`src/rtl/analyst_frame_ctrl.sv`:
```
// Per-frame sequencer for the extremum/centre/angle analysis datapath: clears it,
// scans the active window, waits for it to settle, then offers a result snapshot.
module analyst_frame_ctrl #(
    parameter int H_ACT      = 640,
    parameter int V_ACT      = 480,
    parameter int CLR_CYC    = 3,
    parameter int SETTLE_CYC = 3,
    parameter int DECIM      = 1
) (
    input  logic        clk,
    input  logic        rst,
    input  logic        frame_start,
    input  logic        pix_valid,
    input  logic        pix_bin,
    output logic        an_en,
    output logic        an_bin,
    output logic [9:0]  pos_x,
    output logic [9:0]  pos_y,
    output logic        new_frm,
    input  logic [11:0] dp_centre_x,
    input  logic [11:0] dp_centre_y,
    input  logic [9:0]  dp_angle_x,
    input  logic [9:0]  dp_angle_y,
    input  logic        dp_dir,
    output logic [11:0] res_centre_x,
    output logic [11:0] res_centre_y,
    output logic [9:0]  res_angle_x,
    output logic [9:0]  res_angle_y,
    output logic        res_dir,
    output logic        res_obj,
    output logic [7:0]  res_frame_id,
    output logic        res_valid,
    input  logic        res_ready,
    output logic [7:0]  drop_cnt,
    output logic        ovr_err
);

    typedef enum logic [2:0] {IDLE, CLEAR, SCAN, SETTLE, OFFER} state_t;

    localparam logic [9:0] X_LAST      = 10'(H_ACT - 1);
    localparam logic [9:0] Y_LAST      = 10'(V_ACT - 1);
    localparam logic [7:0] CLR_LAST    = 8'(CLR_CYC - 1);
    localparam logic [7:0] SETTLE_LAST = 8'(SETTLE_CYC - 1);
    localparam logic [7:0] DECIM_LAST  = 8'(DECIM - 1);

    state_t     state, state_nxt;
    logic [7:0] frame_id;
    logic [7:0] cur_id;
    logic [7:0] decim_cnt;
    logic [7:0] cyc_cnt;
    logic       obj;
    logic       selected;
    logic       last_pix;
    logic       start_frm;
    logic       capture;

    assign selected  = (decim_cnt == 8'd0);
    assign last_pix  = pix_valid && (pos_x == X_LAST) && (pos_y == Y_LAST);
    assign start_frm = frame_start && selected && ((state == IDLE) || (state == SCAN));
    assign capture   = (state == SETTLE) && (state_nxt == OFFER);

    always_comb begin
        state_nxt = state;
        case (state)
            IDLE:   if (frame_start && selected) state_nxt = CLEAR;
            CLEAR:  if (cyc_cnt == CLR_LAST) state_nxt = SCAN;
            SCAN: begin
                // a new vsync mid-scan abandons the current frame
                if (frame_start)   state_nxt = selected ? CLEAR : IDLE;
                else if (last_pix) state_nxt = SETTLE;
            end
            SETTLE: if (cyc_cnt == SETTLE_LAST) state_nxt = OFFER;
            OFFER:  if (res_ready) state_nxt = IDLE;
            default: state_nxt = IDLE;
        endcase
    end

    assign new_frm   = (state == CLEAR);
    assign an_en     = (state == SCAN) && pix_valid;
    assign an_bin    = (state == SCAN) && pix_bin;
    assign res_valid = (state == OFFER);

    always_ff @(posedge clk or posedge rst) begin
        if (rst) begin
            state        <= IDLE;
            frame_id     <= '0;
            cur_id       <= '0;
            decim_cnt    <= '0;
            cyc_cnt      <= '0;
            obj          <= 1'b0;
            pos_x        <= '0;
            pos_y        <= '0;
            drop_cnt     <= '0;
            ovr_err      <= 1'b0;
            res_centre_x <= '0;
            res_centre_y <= '0;
            res_angle_x  <= '0;
            res_angle_y  <= '0;
            res_dir      <= 1'b0;
            res_obj      <= 1'b0;
            res_frame_id <= '0;
        end else begin
            state <= state_nxt;

            if (frame_start) begin
                frame_id  <= frame_id + 8'd1;
                decim_cnt <= (decim_cnt == DECIM_LAST) ? 8'd0 : decim_cnt + 8'd1;
            end

            if (state_nxt != state)
                cyc_cnt <= '0;
            else if ((state == CLEAR) || (state == SETTLE))
                cyc_cnt <= cyc_cnt + 8'd1;

            // coordinates and object flag restart with every analysed frame
            if (start_frm) begin
                pos_x  <= '0;
                pos_y  <= '0;
                obj    <= 1'b0;
                cur_id <= frame_id + 8'd1;
            end else if (state == IDLE) begin
                pos_x <= '0;
                pos_y <= '0;
                obj   <= 1'b0;
            end else if ((state == SCAN) && pix_valid && !frame_start) begin
                if (!pix_bin) obj <= 1'b1;
                if (pos_x == X_LAST) begin
                    pos_x <= '0;
                    pos_y <= (pos_y == Y_LAST) ? 10'd0 : pos_y + 10'd1;
                end else begin
                    pos_x <= pos_x + 10'd1;
                end
            end

            if ((pix_valid && ((state == CLEAR) || (state == SETTLE))) ||
                ((state == SCAN) && frame_start))
                ovr_err <= 1'b1;

            if ((state == OFFER) && frame_start && (drop_cnt != 8'hFF))
                drop_cnt <= drop_cnt + 8'd1;

            if (capture) begin
                res_centre_x <= dp_centre_x;
                res_centre_y <= dp_centre_y;
                res_angle_x  <= dp_angle_x;
                res_angle_y  <= dp_angle_y;
                res_dir      <= dp_dir;
                res_obj      <= obj;
                res_frame_id <= cur_id;
            end
        end
    end

endmodule

```
`config.mk`:
```
export PLATFORM = sky130hd
export DESIGN_NAME = analyst_frame_ctrl
export DESIGN_NICKNAME = d
export VERILOG_FILES = /design/src/rtl/analyst_frame_ctrl.sv
export SDC_FILE = /design/constraint.sdc
export NUM_CORES = 1
export LEC_CHECK = 0
export CAP_MARGIN = 10
export CORE_ASPECT_RATIO = 2
export CORE_MARGIN = 2
export CORE_UTILIZATION = 30
export DETAILED_ROUTE_END_ITERATION = 10
export HOLD_SLACK_MARGIN = 0.15
export SLEW_MARGIN = 0
export SYNTH_ARGS = -nofsm -noshare
export SYNTH_HDL_FRONTEND = slang
export SYNTH_SLANG_ARGS = --single-unit
export TNS_END_PERCENT = 10
```
`constraint.sdc`:
```
create_clock -name clk -period 4.1 [get_ports clk]
set_clock_uncertainty 0.1 [all_clocks]
set_input_delay 0.615 -clock clk [delete_from_list [all_inputs] [get_ports clk]]
set_output_delay 0.615 -clock clk [all_outputs]
set_load 0.05 [all_outputs]
```
==> results.yml <==
status:
  status: "complete, no violations"
power_and_ir_drop:
  p_per_area_nw_per_um2: 727
  seqPwrFrac_pct: 32.6
  power_mw: 5.53
  max-vdd-ir-drop_uv: 349
  switching_power_mw: 2.22
  p_leak_nw: 3.09
  clkPwrFrac_pct: 25.8
  swShare_pct: 40.2
  internal_power_mw: 3.31
  combPwrFrac_pct: 41.6
synth:
  syn_inst: 453
  yosysWarnings: 0
  async_flop_share_pct: 100
  synth_cell_types: 54
  ys_ff_latch: 119
  syn_avg_cell_area_sq_um: 12.1
  ys.flop_type: "dfrtp_1"
  synth_nets: 512
  seq_area_frac_synth_pct: 54.5
  synth_edf_count: 0
  syn_area_sq_um: 5460
detailed_routing:
  vias_per_cell: 4.99
  drt_iter0_markers: 207
  detail_route.first_pass.iterations: 4
  vias: 4083
  wire_per_inst_um: 16.0
  ant_nets: 0
  finalWirelength_um: 13100
  drc: 0
setup_path:
  r2r_slack_ps: 1330
  timing_worst_setup_path_type: "flip-flop to output pin"
  start_kind: "flip-flop"
  cp.arrival_ps: 2720
  critPathMaxFanout: 18
  r2r-start: "state[0]"
  endpoint_kind: "output pin"
  startpoint: "state[0]"
  worst_path_max_delay_cell: "clkdlybuf4s50_1"
  critPathRequiredTime_ps: 3380
  max_stage_delay_ps: 820
  crit_chain: "nor2b_1 > and2_1 > clkdlybuf4s50_1"
  timing.rr.end: "res_centre_y[6]"
  worst_r2r_path_depth: 4
sta:
  setup_violations: 0
  slew_headroom_pct: 48.9
  fmax_ghz: 0.291
  rsz0062_at_grt: "no"
  setup-tns-final_ps: 0
  tightest_slew_ps: 766
  slew_viol_final: 0
  worst_slack_ps: 662
  hold_viol_final: 0
  layout_min_cycle_time_ps: 3440
  finalCritPeriodShare_pct: 83.8
die:
  core_sq_um: 17800
  dieArea_sq_um: 19400
  rows: 69
  io_pins: 138
  fp.dieW_um: 99.4
  start_util_pct: 30.7
  die-height_um: 195
grt:
  grt_use_total_pct: 14.2
  grt_pass1_vias: 4310
  grt_pass1_wl_um: 21600
  grt_overflow: 0
  grt_max_degree: 67
  antenna_found_initial: 0
hold_path:
  holdPathStages: 2
  hold_start: "cur_id[2]"
  holdPathEnd: "cur_id[2]"
  hold_path_class: "flip-flop to flip-flop"
finish:
  diodes: 0
  stdcell_area_sq_um: 7610
  seq_area_sq_um: 2980
  nets: 653
  fill_cells: 1648
  layout-drive-gt1-share_pct: 16.8
  multiInputGateArea_sq_um: 2350
  syn2layout_area_growth_pct: 39.4
place:
  place.gp.congestion: 0.851
  dp_hpwl_um: 9480
  placed_area_sq_um: 7040
  place_ws_ps: 1140
  port_buffers: 137
cts:
  cts_buffer_depth: 2
  clock_sinks: 119
  clk_pin_slew_ps: 50
  clk_latency_ps: 410
  cts_setup_buffers: 0
  cts-root-buf: "clkbuf_16"
  numCtsBuffers: 17
  cts.repair.resized: 0
  h-tree-depth: 4
  cts_tree: "yes"
  hold_buffers: 0
job:
  maxCapViolations: 0
[state kept, by name, indices dropped and copies added (netlist names)]
register      count
res_centre_x     12
res_centre_y     12
pos_x            10
pos_y            10
res_angle_x      10
res_angle_y      10
cur_id            8
cyc_cnt           8
decim_cnt         8
drop_cnt          8
frame_id          8
res_frame_id      8
state             3
obj               1
ovr_err           1
res_dir           1
res_obj           1
[Yosys cell counts, drive strengths merged, types with 2 or more instances]
library cell,n,share of area [%]
and2,9,1.1
a21oi,20,1.8
nor2,13,0.94
nand2,33,2.3
o21ai,19,1.8
nand4,17,2.1
buf,11,1.2
and3,6,0.69
o31ai,3,0.41
nand3b,3,0.41
nor4bb,2,0.37
a311oi,4,0.64
nor3,6,0.64
nand3,17,1.6
ha,8,1.8
or3,6,0.69
dfrtp,119,55
a31oi,3,0.34
nor4b,3,1.3
inv,11,0.76
nor2b,3,0.34
or4,6,0.89
a211oi,11,1.7
clkbuf,7,0.66
mux2,57,12
xor2,13,2.1
a41oi,2,0.46
xnor2,24,3.9
and4,4,0.66
[per-stage QoR]
| step | util (%) | hold slack [ps] | cells |
|---|---|---|---|
| 5_1_grt | 42.8 | 401 | 819 |
| 3_3_place_gp | 39.6 | 362 | 788 |
| 6_report | 42.8 | 373 | 819 |
| 2_1_floorplan | - | 346 | 453 |
| 4_1_cts | 42.8 | 383 | 819 |
| 3_5_place_dp | 39.6 | 370 | 788 |
[critical path: cells and delay by family (launching register included)]
kind | cells | cell delay (ps)
and+or+nand+nor | 2 | 810
buffers and inverters | 1 | 820
DFF | 1 | 670
[per-layer routing]
metal | share of wire (%) | wire (um) | vias up | track usage (%)
met5 | 0 | 0 | - | 0
met4 | 2.2 | 291 | 0 | 7.31
met3 | 4.3 | 569 | 18 | 3.06
met2 | 55 | 7210 | 127 | 25.0
met1 | 38 | 5020 | 2013 | 15.6
li1 | - | - | 1925 | -
[area by class of cell]
| type | count | share of cell area (%) |
|---|---|---|
| clock buffers | 23 | 6.15 |
| repair buffers | 140 | 18.5 |
| inverters | 11 | 0.576 |
| multi-input cells | 305 | 30.8 |
| well taps | 213 | 3.50 |
| clock inverters | 8 | 1.30 |
| flip-flops and latches | 119 | 39.1 |
[worst max-delay path by stage]
stage	to
after global placement	new_frm
final	new_frm
after detailed placement	new_frm
after floorplan	cur_id[0]
after global routing	new_frm
after CTS	new_frm
[logic make-up (layout without fill, tap and decap cells)]
logic type | after synthesis | count (layout) | synth area share, %
buffers and inverters | 29 | 182 | 2.64
XOR/XNOR | 37 | 37 | 5.94
multiplexers | 58 | 58 | 11.9
AND/OR/NAND/NOR | 135 | 135 | 15.2
flip-flops | 119 | 119 | 54.5
AO/OA/AOI/OAI | 67 | 67 | 7.93
adder cells (fa/ha/maj) | 8 | 8 | 1.83
[power by group through the flow]
stage | registers [mW] | clock network, mW | logic (mW)
6_report | 1.80 | 1.43 | 2.30
5_1_grt | 1.85 | 1.52 | 2.43
4_1_cts | 1.80 | 1.48 | 2.33
3_5_place_dp | 1.82 | 0 | 2.32
3_3_place_gp | 1.80 | 0 | 2.30
2_1_floorplan | 2.64 | 0 | 0.734
[cell usage in the layout (no fill, tap or decap), types with 8 or more instances in the layout]
cell type	synthesis	layout
nor2_1	12	12
a21oi_1	20	20
a211oi_1	9	9
xor2_1	13	13
nand3_1	17	17
nand2_1	33	33
clkbuf_16	0	17
clkdlybuf4s50_1	0	137
mux2_2	57	57
ha_1	8	8
o21ai_0	18	18
nand4_1	16	16
xnor2_1	24	24
dfrtp_1	119	119
inv_1	11	10
and2_1	8	8
(Power assumes the default switching activity.)
